===== src/rtl/rtype_controller_pkg.sv =====
// Shared constants for the R-type controller: opcode, funct7 values, ALU select codes and FSM states.
// The datapath ALU decodes the same ALU_* codes.
package rtype_controller_pkg;

  localparam logic [6:0] OP_RTYPE = 7'b0110011;

  localparam logic [6:0] F7_BASE = 7'b0000000;
  localparam logic [6:0] F7_ALT  = 7'b0100000;

  localparam logic [3:0] ALU_ADD  = 4'b0010;
  localparam logic [3:0] ALU_SUB  = 4'b0110;
  localparam logic [3:0] ALU_SLL  = 4'b1000;
  localparam logic [3:0] ALU_SLT  = 4'b0111;
  localparam logic [3:0] ALU_SLTU = 4'b1011;
  localparam logic [3:0] ALU_XOR  = 4'b0100;
  localparam logic [3:0] ALU_SRL  = 4'b1001;
  localparam logic [3:0] ALU_SRA  = 4'b1010;
  localparam logic [3:0] ALU_OR   = 4'b0001;
  localparam logic [3:0] ALU_AND  = 4'b0000;

  typedef logic [1:0] state_t;

  localparam state_t ST_IDLE      = 2'd0;
  localparam state_t ST_DECODE    = 2'd1;
  localparam state_t ST_EXECUTE   = 2'd2;
  localparam state_t ST_WRITEBACK = 2'd3;

endpackage


===== src/rtl/rtype_decoder.sv =====
// Combinational R-type decoder: {opcode, funct3, funct7} -> ALU select plus illegal flag.
module rtype_decoder
  import rtype_controller_pkg::*;
(
  input  logic [6:0] i_opcode,
  input  logic [2:0] i_funct3,
  input  logic [6:0] i_funct7,
  output logic [3:0] o_alu_control,
  output logic       o_illegal_op
);

  always_comb begin
    o_alu_control = ALU_ADD;
    o_illegal_op  = 1'b0;
    case ({i_funct7, i_funct3})
      {F7_BASE, 3'b000}: o_alu_control = ALU_ADD;
      {F7_ALT,  3'b000}: o_alu_control = ALU_SUB;
      {F7_BASE, 3'b001}: o_alu_control = ALU_SLL;
      {F7_BASE, 3'b010}: o_alu_control = ALU_SLT;
      {F7_BASE, 3'b011}: o_alu_control = ALU_SLTU;
      {F7_BASE, 3'b100}: o_alu_control = ALU_XOR;
      {F7_BASE, 3'b101}: o_alu_control = ALU_SRL;
      {F7_ALT,  3'b101}: o_alu_control = ALU_SRA;
      {F7_BASE, 3'b110}: o_alu_control = ALU_OR;
      {F7_BASE, 3'b111}: o_alu_control = ALU_AND;
      default:           o_illegal_op  = 1'b1;
    endcase
    if (i_opcode != OP_RTYPE) begin
      o_illegal_op = 1'b1;
    end
  end

endmodule


===== src/rtl/rtype_controller.sv =====
// Single-issue R-type controller: IDLE -> DECODE -> EXECUTE -> WRITEBACK, one instruction per
// four cycles. Outputs are registered; instr_ready is a direct decode of the state register.
module rtype_controller
  import rtype_controller_pkg::*;
#(
  parameter int unsigned CNT_W = 16
) (
  input  logic             i_clock,
  input  logic             i_reset,
  input  logic             i_instr_valid,
  input  logic [31:0]      i_instr,
  output logic             o_instr_ready,
  input  logic             i_zero_flag,
  output logic [4:0]       o_rs1,
  output logic [4:0]       o_rs2,
  output logic [4:0]       o_rd,
  output logic [3:0]       o_alu_control,
  output logic             o_regwrite,
  output logic             o_zero_q,
  output logic             o_illegal,
  output logic [CNT_W-1:0] o_retired
);

  state_t            r_state;
  logic [31:0]       r_instr;
  logic [4:0]        r_rs1;
  logic [4:0]        r_rs2;
  logic [4:0]        r_rd;
  logic [3:0]        r_alu_control;
  logic              r_regwrite;
  logic              r_zero_q;
  logic              r_illegal;
  logic [CNT_W-1:0]  r_retired;

  logic              w_instr_ready;
  logic              w_handshake;
  logic [3:0]        w_alu_control;
  logic              w_illegal_op;

  assign w_instr_ready = (r_state == ST_IDLE);
  assign w_handshake   = i_instr_valid && w_instr_ready;

  rtype_decoder u_decoder (
    .i_opcode      (r_instr[6:0]),
    .i_funct3      (r_instr[14:12]),
    .i_funct7      (r_instr[31:25]),
    .o_alu_control (w_alu_control),
    .o_illegal_op  (w_illegal_op)
  );

  always_ff @(posedge i_clock) begin
    if (i_reset) begin
      r_state       <= ST_IDLE;
      r_instr       <= 32'd0;
      r_rs1         <= 5'd0;
      r_rs2         <= 5'd0;
      r_rd          <= 5'd0;
      r_alu_control <= ALU_ADD;
      r_regwrite    <= 1'b0;
      r_zero_q      <= 1'b0;
      r_illegal     <= 1'b0;
      r_retired     <= '0;
    end else begin
      // Pulse outputs default low; only the states below raise them for one cycle.
      r_regwrite <= 1'b0;
      r_illegal  <= 1'b0;
      case (r_state)
        ST_IDLE: begin
          if (w_handshake) begin
            r_instr <= i_instr;
            r_state <= ST_DECODE;
          end
        end
        ST_DECODE: begin
          if (w_illegal_op) begin
            r_illegal <= 1'b1;
            r_state   <= ST_IDLE;
          end else begin
            r_rs1         <= r_instr[19:15];
            r_rs2         <= r_instr[24:20];
            r_rd          <= r_instr[11:7];
            r_alu_control <= w_alu_control;
            r_state       <= ST_EXECUTE;
          end
        end
        ST_EXECUTE: begin
          r_state <= ST_WRITEBACK;
        end
        ST_WRITEBACK: begin
          // Writes to x0 still count as retired but never assert the write enable.
          r_regwrite <= (r_rd != 5'd0);
          r_zero_q   <= i_zero_flag;
          r_retired  <= r_retired + CNT_W'(1);
          r_state    <= ST_IDLE;
        end
        default: begin
          r_state <= ST_IDLE;
        end
      endcase
    end
  end

  assign o_instr_ready = w_instr_ready;
  assign o_rs1         = r_rs1;
  assign o_rs2         = r_rs2;
  assign o_rd          = r_rd;
  assign o_alu_control = r_alu_control;
  assign o_regwrite    = r_regwrite;
  assign o_zero_q      = r_zero_q;
  assign o_illegal     = r_illegal;
  assign o_retired     = r_retired;

endmodule

===== config.mk =====
export PLATFORM = sky130hd
export DESIGN_NAME = rtype_controller
export DESIGN_NICKNAME = d
export VERILOG_FILES = /design/src/rtl/rtype_controller_pkg.sv /design/src/rtl/rtype_decoder.sv /design/src/rtl/rtype_controller.sv
export SDC_FILE = /design/constraint.sdc
export NUM_CORES = 1
export LEC_CHECK = 0
export CORE_MARGIN = 5
export CORE_UTILIZATION = 42
export CTS_CLUSTER_DIAMETER = 60
export DETAILED_ROUTE_END_ITERATION = 10
export PLACE_DENSITY = 0.7
export SYNTH_ARGS = -nofsm -noshare
export SYNTH_HDL_FRONTEND = slang
export SYNTH_SLANG_ARGS = --single-unit

===== constraint.sdc =====
create_clock -name i_clock -period 2.48 [get_ports i_clock]
set_input_delay 0.496 -clock i_clock [delete_from_list [all_inputs] [get_ports i_clock]]
set_output_delay 0.496 -clock i_clock [all_outputs]
set_load 0.03 [all_outputs]

# Word level (Yosys, flattened, before mapping)
# Index checks and enable logic that the tools add are counted.
# word_totals
reg_bits	72
output_inout_bits	39
elab_cells	44
# op_classes
n_addsub	1
eq_ne	14
n_mux	7
bitwise	3
n_reduce_logical	9
# op_table
op	count
== test 10 x 3 -> 1 bit, second input constant	4
case mux 4 bit (9 select lines)	1
== test 10 x 2 -> 1 bit, second input constant	2
== test 10 x 9 -> 1 bit, second input constant	2
adder 16 x 1 -> 16 bit, second input constant	1
== test 10 x 1 -> 1 bit, second input constant	1
logical NOT 10 bit	1
OR reduction 10 bit	1
case mux 2 bit (4 select lines)	1
inequality test 7 x 6 -> 1 bit, second input constant	1
nonzero test 5 bit	1
== test 2 bit, second input constant	2
2-to-1 mux 2 bit	2
AND reduction 2 bit	2
OR reduction 2 bit	2
2-to-1 mux 1 bit	3
NOT 1 bit	3
== test 2 x 1 -> 1 bit, second input constant	1
logical NOT 2 bit	1
inequality test 2 x 1 -> 1 bit, second input constant	1
logical AND 1 bit	1

# Logic depth before layout (Yosys ltp)
# Gate-level depths: netlist of the first run.
# logic_depth
depth_word	6
ltp_mapped	7
mapped_depth_nobuf	5

# By module
# Synthesis of the first run repeated with hierarchy kept, for this count alone.
# unflattened
cells_unflattened	348
area_unflattened_um2	2842.7
# by_module_without_submodules
module	instances	cells_per_inst	area_each_um2
rtype_controller	1	327	2700.1
rtype_decoder	1	21	142.6

# Worst setup path before layout of the first run
# No wires, ideal clock.
# synth_path
kind	register to register
from	register r_instr[25]
to	register r_alu_control[1] (netlist: o_alu_control[1])
setup_time_ps	126
arrival_ps	1744
required_ps	2354
path_slack_ps	610
stages_incl_launch_ff	7
synth_period_minus_slack_ps	1870
cell_sequence	dfxtp_1 or4_4 or3_1 buf_4 buf_6 nor4_1 a21oi_1
# synth_via
elab_chain_cells	6
elab_cells_between_ends	16
# synth_rtl
element	line	source
start: declaration	rtype_controller.sv:25	logic [31:0] r_instr;
start signal: assignment	rtype_controller.sv:70	r_instr <= i_instr;
== test 10 x 9 -> 1 bit (tied with other cells)	rtype_decoder.sv:15	case ({i_funct7, i_funct3})
OR reduction 10 bit (no line)	n/a	
2-to-1 mux 1 bit	rtype_decoder.sv:15	
2-to-1 mux 1 bit	rtype_decoder.sv:28	if (i_opcode != OP_RTYPE) begin
NOT 1 bit (no line)	n/a	
AND reduction 2 bit (no line)	n/a	
end signal: assignment	rtype_controller.sv:82	r_alu_control <= w_alu_control;
end: declaration	rtype_controller.sv:29	logic [3:0] r_alu_control;
# Several ways; a longest one is shown, not always the timed one.
# A chain may end at the register's enable or synchronous reset.

==> metrics.md, run 1 <==
| Metric | Value |
|---|---|
| Status | `completed` |
| Post-cts sizing count | `0` |
| CP Capture Type | `output port` |
| Peak VDD IR | `0.3037 mV` |
| Commonest non-fill, non-tap cell in the layout | `clkdlybuf4s50_1` |
| Root buf cell | `clkbuf_8` |
| Placeable Area | `0.006794 mm2` |
| Post-CTS setup buffer count | `0` |
| RSZ-0062 raised after global routing | `no` |
| WL met2 | `3329 um` |
| Antenna violations before repair | `0` |
| Count of cell types in the netlist | `36` |
| Routed WL | `7212 um` |
| Post-DR vias/cell | `5.066` |
| ANT cells | `0` |
| Initial core utilization | `43.37%` |
| Fmax | `457.2 MHz` |
| Final min period | `2.187 ns` |
| GRT overflow | `0` |
| First-pass GRT wire length | `11790 um` |
| Largest net degree at the start of global routing | `35` |
| Synthesized area per cell | `8.208 um2` |
| Clock Skews | `0.006928 ns` |
| Slew @ Worst Pin | `0.6713 ns` |
| Share of cells above drive strength 1 | `8.565%` |
| Most frequent cells in the layout | `clkdlybuf4s50_1 (73), nand2_1 (72), dfxtp_1 (72)` |
| WL met3 | `424 um` |
| Maximum fanout along the worst path | `11` |
| Area Growth Syn to Fin | `34.18%` |
| I/O pins | `75` |
| TNS Setup | `0 ns` |
| Post-Syn Instances | `359` |
| Clock Sinks | `72` |
| Routed Antenna Nets | `0` |
| Synthesized area | `0.002947 mm2` |
| Main area contributors after synthesis | `dfxtp_1 (49%), a21oi_1 (9.7%), nand2_1 (9.2%)` |
| Longest Clk Path Bufs | `2` |
| Port Buffer Count | `74` |
| CP Launch Type | `flip-flop` |
| Via count | `2675` |
| CP Buf/Inv Count | `1` |
| CTS tree | `built` |
| Setup violations, final | `0` |
| Final Hold Violating Endpoints | `0` |
| FF+latch count, synth | `72` |
| Die area | `0.008791 mm2` |
| Die height | `93.76 um` |
| Hold Crit Class | `flip-flop to flip-flop` |
| Nets | `465` |
| Slew HR | `54.83%` |
| Final GP Congestion | `0.7856` |
| Fillers | `667` |
| Clock Latency Late Sink | `0.34 ns` |
| Initial drt markers | `75` |
| CP cell instances | `nor2_1 > clkdlybuf4s50_1` |
| Worst Path Arrival | `1.69 ns` |
| Synth area leader | `dfxtp_1` |
| P_leak | `1.363 nW` |
| Pre-antenna DRT Iters | `6` |
| Worst hold margin | `0.4544 ns` |
| Sequential area share after synthesis | `48.92%` |
| Share of the synthesized area in the top cell type | `48.92%` |
| CTS buffer count | `9` |
| Drt wl/cell | `13.66 um` |
| Worst Path Required | `1.98 ns` |
| Die Wd | `93.76 um` |
| Crit Path Category | `flip-flop to output port` |
| H-tree depth | `3` |
| Max-Cap Viols | `0` |
| Uppermost layer routed | `met4` |
| Number of global-route vias before repair | `2489` |
| GRT Total Usage | `16.91%` |
| Final Max Slew Viols | `0` |
| Hold Buf Count CTS | `0` |
| DP HPWL | `5124 um` |
| Post-route clock period utilization | `88.19%` |
| Final core area utilization | `58.20%` |
| Residual DRC count | `0` |
| FP Rows | `30` |
| Synth Warn # | `0` |
| Synthesized Nets | `396` |
| Max incr delay on CP | `0.72 ns` |
| Power per cell area | `566.8 mW/mm2` |
| Critical path's slowest cell | `clkdlybuf4s50_1` |
| CP delay by family, top | `buffers and inverters` |
| Clock transition at path regs | `0.06 ns` |
| Routed length on met1 | `3343 um` |
## cell usage after synthesis (all sizes together)
cell,n
a211oi,1
o21a,1
nor3,8
nand4bb,1
nand3b,1
inv,3
nor4,7
or3,4
mux2,2
and2,1
a31o,3
or4b,1
nand3,11
o31ai,16
xnor2,8
mux2i,1
nor2b,2
buf,6
dfxtp,72
and3,3
ha,1
nand4,17
clkbuf,22
a21oi,57
nand2,72
nor2,19
o21ai,4
or4,2
nand2b,7
or2,1
xor2,5
## area by class of cell
type | instances | area (um2) | area share [%]
repair buffers | 86 | 825.8 | 20.89
clock inverters | 3 | 17.52 | 0.4430
multi-input cells | 256 | 1383 | 34.97
clock buffers | 12 | 155.1 | 3.924
flip-flops and latches | 72 | 1441 | 36.46
inverters | 3 | 11.26 | 0.2848
well taps | 96 | 120.1 | 3.038
## through the flow
| step | cell area (um2) | setup WS [ns] | total power, mW | std cells |
|---|---|---|---|---|
| 2_1_floorplan | 2947 | 0.6099 | 1.366 | 359 |
| 3_3_place_gp | 3781 | 0.5737 | 1.461 | 513 |
| 3_5_place_dp | 3781 | 0.5371 | 1.467 | 513 |
| 4_1_cts | 3954 | 0.2795 | 2.265 | 528 |
| 5_1_grt | 3954 | 0.1746 | 2.345 | 528 |
| 6_report | 3954 | 0.2930 | 2.241 | 528 |
## kinds of logic after synthesis
group | Yosys count | share of synthesized area, %
fa+ha+maj | 1 | 0.4246
mux | 3 | 1.104
flops | 72 | 48.92
compound gates | 82 | 15.84
simple gates | 157 | 25.52
buf+inv | 31 | 4.331
xor+xnor | 13 | 3.864
## worst register-to-register path, stage by stage, from the launching register on
cell     delay [ns]
dfxtp_1        0.31
or4_4          0.55
or3_1          0.39
or4_1          0.48
a21oi_1        0.15
## routing by layer
layer  track usage [%]  vias up
met5                 0        -
met4             6.378        0
met3             4.087       10
met2             25.67       72
met1             23.15     1209
li1                  -     1384
## flip-flops by register name (all words and copies together), names as in the netlist, named ones only
| name | count |
|---|---|
| o_alu_control | 4 |
| o_retired | 16 |
| o_zero_q | 1 |
| o_regwrite | 1 |
| r_state | 1 |
| o_rs1 | 5 |
| r_instr | 32 |
| o_illegal | 1 |
| o_rs2 | 5 |
| o_rd | 5 |
## worst paths after layout
path,start,endpoint,slack (ns),cells after the start
max,flip-flop,o_instr_ready,0.29,2
min,r_instr[2],r_instr[2],0.45,2
max reg2reg,r_instr[25],o_alu_control[3],0.54,4
min reg2reg,r_instr[2],r_instr[2],0.45,2
## where the power goes
part           switching (mW)  internal [mW]
registers              0.0257           1.19
clock network           0.393          0.409
logic                   0.122          0.102
total                   0.541           1.70
(Power assumes the default switching activity.)
==> run 2: changes to the inputs <==
PLACE_DENSITY = 0.73   (was 0.7)
clock period = 1.77 ns   (was 2.48 ns; I/O delays follow)
==> metrics.md, run 2 (synthesis gave the netlist of run 1 again) <==
| Metric | Value |
|---|---|
| Hold worst-path end | `o_zero_q` |
| Setup violations, final | `18 (+18)` |
| Maximum fanout along the worst path | `6 (-5)` |
| Slew @ Worst Pin | `0.4018 ns (-0.2696 ns)` |
| Placement Cell Area | `0.003954 mm2 (+4.6%)` |
| FF-to-FF Start | `r_instr[25]` |
| Die area | `0.008791 mm2 (unchanged)` |
| Biggest register | `r_instr` |
| Power per cell area | `808.9 mW/mm2 (+43%)` |
| Most frequent cells in the layout | `nand2_1 (72), dfxtp_1 (70), a21oi_1 (56)` |
| Via count | `2874 (+7.4%)` |
| Antenna violations before repair | `0 (unchanged)` |
| Commonest non-fill, non-tap cell in the layout | `nand2_1` |
| Root buf cell | `clkbuf_8` |
| Clock Skews | `0.008386 ns (+0.001458 ns)` |
| CP Launch Type | `flip-flop` |
| Post-route cell area | `0.004315 mm2 (+9.1%)` |
| Peak VDD IR | `0.5325 mV (+75%)` |
| Clock Latency Late Sink | `0.35 ns (about the same)` |
| Fmax | `530.2 MHz` |
| Final Hold Violating Endpoints | `0 (unchanged)` |
| Post-DR vias/cell | `5.264 (+3.9%)` |
| R2R Setup Slk | `-0.12 ns (-0.66 ns)` |
| Final Max Slew Viols | `0 (unchanged)` |
| Crit Path Category | `flip-flop to flip-flop` |
| Largest net degree at the start of global routing | `78 (+120%)` |
| CTS tree | `built` |
| RSZ-0062 raised after global routing | `yes` |
| Hold Startpoint | `o_zero_q` |
| Slew HR | `72.99% (+18 points)` |
| GRT overflow | `0 (unchanged)` |
| DP HPWL | `5229 um (+2.1%)` |
| Clock transition at path regs | `0.08 ns (+0.02 ns)` |
| H-tree depth | `3 (unchanged)` |
| I/O pins | `75 (unchanged)` |
| Post-Place Setup Slack | `-0.1151 ns (-0.6522 ns)` |
| Final GP Congestion | `0.8105 (+3.2%)` |
| Register-to-Register Path Depth | `4 (unchanged)` |
| Critical R2R Capture | `o_alu_control[3]` |
| Reg area | `0.001444 mm2 (+0.17%)` |
| Post-route clock period utilization | `106.6%` |
| Area Growth Syn to Fin | `46.45%` |
| Pre-antenna DRT Iters | `4 (-2)` |
| CP Capture Type | `flip-flop` |
| Initial core utilization | `43.37% (unchanged)` |
| Final min period | `1.886 ns` |
| Longest Clk Path Bufs | `2 (unchanged)` |
| Area of the multi-input gates | `0.001511 mm2 (+9.3%)` |
| P_leak | `1.899 nW (+39%)` |
| CTS buffer count | `9 (unchanged)` |
| Setup slack after layout | `-0.1161 ns (-0.4091 ns)` |
| Port Buffer Count | `74 (unchanged)` |
| Routed WL | `7674 um (+6.4%)` |
| Residual DRC count | `0 (unchanged)` |
| Worst Path Required | `2.06 ns (+0.08 ns)` |
| Nets | `482 (+3.7%)` |
| Die Wd | `93.76 um (unchanged)` |
| Drt wl/cell | `14.05 um (+2.9%)` |
| Routed Antenna Nets | `0 (unchanged)` |
| Share of cells above drive strength 1 | `18.00% (+9.4 points)` |
| Hold Path Stages | `2 (unchanged)` |
| Max FFs per register | `32 (unchanged)` |
| GRT Total Usage | `17.15% (+0.25 points)` |
| Worst Path Arrival | `2.17 ns (+0.48 ns)` |
| FP Rows | `30 (unchanged)` |
| Status | `complete, but fails checks` |
| Die height | `93.76 um (unchanged)` |
| Number of global-route vias before repair | `2637 (+5.9%)` |
| Failing checks | `negative setup slack` |
| Clock Sinks | `72 (unchanged)` |
| First-pass GRT wire length | `12010 um (+1.9%)` |
| Hold Crit Class | `flip-flop to flip-flop` |
| Fillers | `574 (-14%)` |
| Max-Cap Viols | `0 (unchanged)` |
| Placeable Area | `0.006794 mm2 (unchanged)` |
| ANT cells | `0 (unchanged)` |
| Initial drt markers | `115 (+53%)` |
[run 2: changes by cell type in the layout (fill, tap and decap cells not counted), sizes merged, moves of 2 or more]
cell	change
clkbuf	-2
clkdlybuf4s50	-35
buf	+17
dlygate4sd2	+17
bufinv	+2
dlymetal6s2s	+17
[run 2: routing by layer]
metal  part of all wire (%)  track usage (%)  vias up  routed length, um
li1                       -                -     1429                  -
met1                     44            21.06     1347               3361
met2                     48            28.09       85               3711
met3                    5.8            5.689       13                447
met4                    2.0            5.897        0                153
met5                      0                0        -                  0
[run 2: critical path: stages, from the launching register on]
cell,delay [ns]
dfxtp_2,0.32
or4_4,0.52
or3_4,0.43
or4_4,0.43
a21oi_2,0.12
[run 2: final cells by class]
class / count / share of cell area [%]
Clock buffer: 9 / 2.870
Timing Repair Buffer: 103 / 23.40
Inverter: 3 / 0.2609
Clock inverter: 7 / 2.204
Tap cell: 96 / 2.783
Multi-Input combinational cell: 256 / 35.02
Sequential cell: 72 / 33.46
[run 2: what timing repair did]
| item | CTS | global route |
|---|---|---|
| pin swaps | 0 | 7 |
| setup endpoints to repair | 35 | 36 |
| gates resized for setup | 19 | 42 |
| setup buffers | 0 | 1 |
| hold buffers | 0 | 0 |
[run 2: how the worst max path moves through the flow]
stage	endpoint	cells past startpoint	start	slack, ns
finish	o_alu_control[3]	4	r_instr[25]	-0.12
CTS	o_alu_control[3]	4	r_instr[25]	-0.13
global placement	o_alu_control[3]	4	r_instr[25]	-0.08
global route	o_rs2[2]	5	r_instr[25]	-0.16
detailed placement	o_alu_control[3]	4	r_instr[25]	-0.12
floorplan	o_alu_control[1]	6	r_instr[25]	-0.06
[run 2: through the flow]
step	hold slack [ns]	TNS (ns)	total power [mW]	util, %	instances
floorplan	0.4311	-0.5387	1.924	-	359
CTS	0.4357	-0.7708	3.484	61.16	545
finish	0.4559	-1.160	3.491	63.52	546
global placement	0.4416	-0.1226	2.075	58.20	529
detailed placement	0.4475	-0.6221	2.082	58.20	529
global route	0.4789	-2.326	3.629	63.52	546
[run 2: power by group]
group / leakage [nW] / total (mW) / switching [mW] / internal [mW]
combinational: 1.20 / 0.385 / 0.205 / 0.181
clock: 0.110 / 1.41 / 0.614 / 0.795
sequential: 0.586 / 1.70 / 0.0315 / 1.67
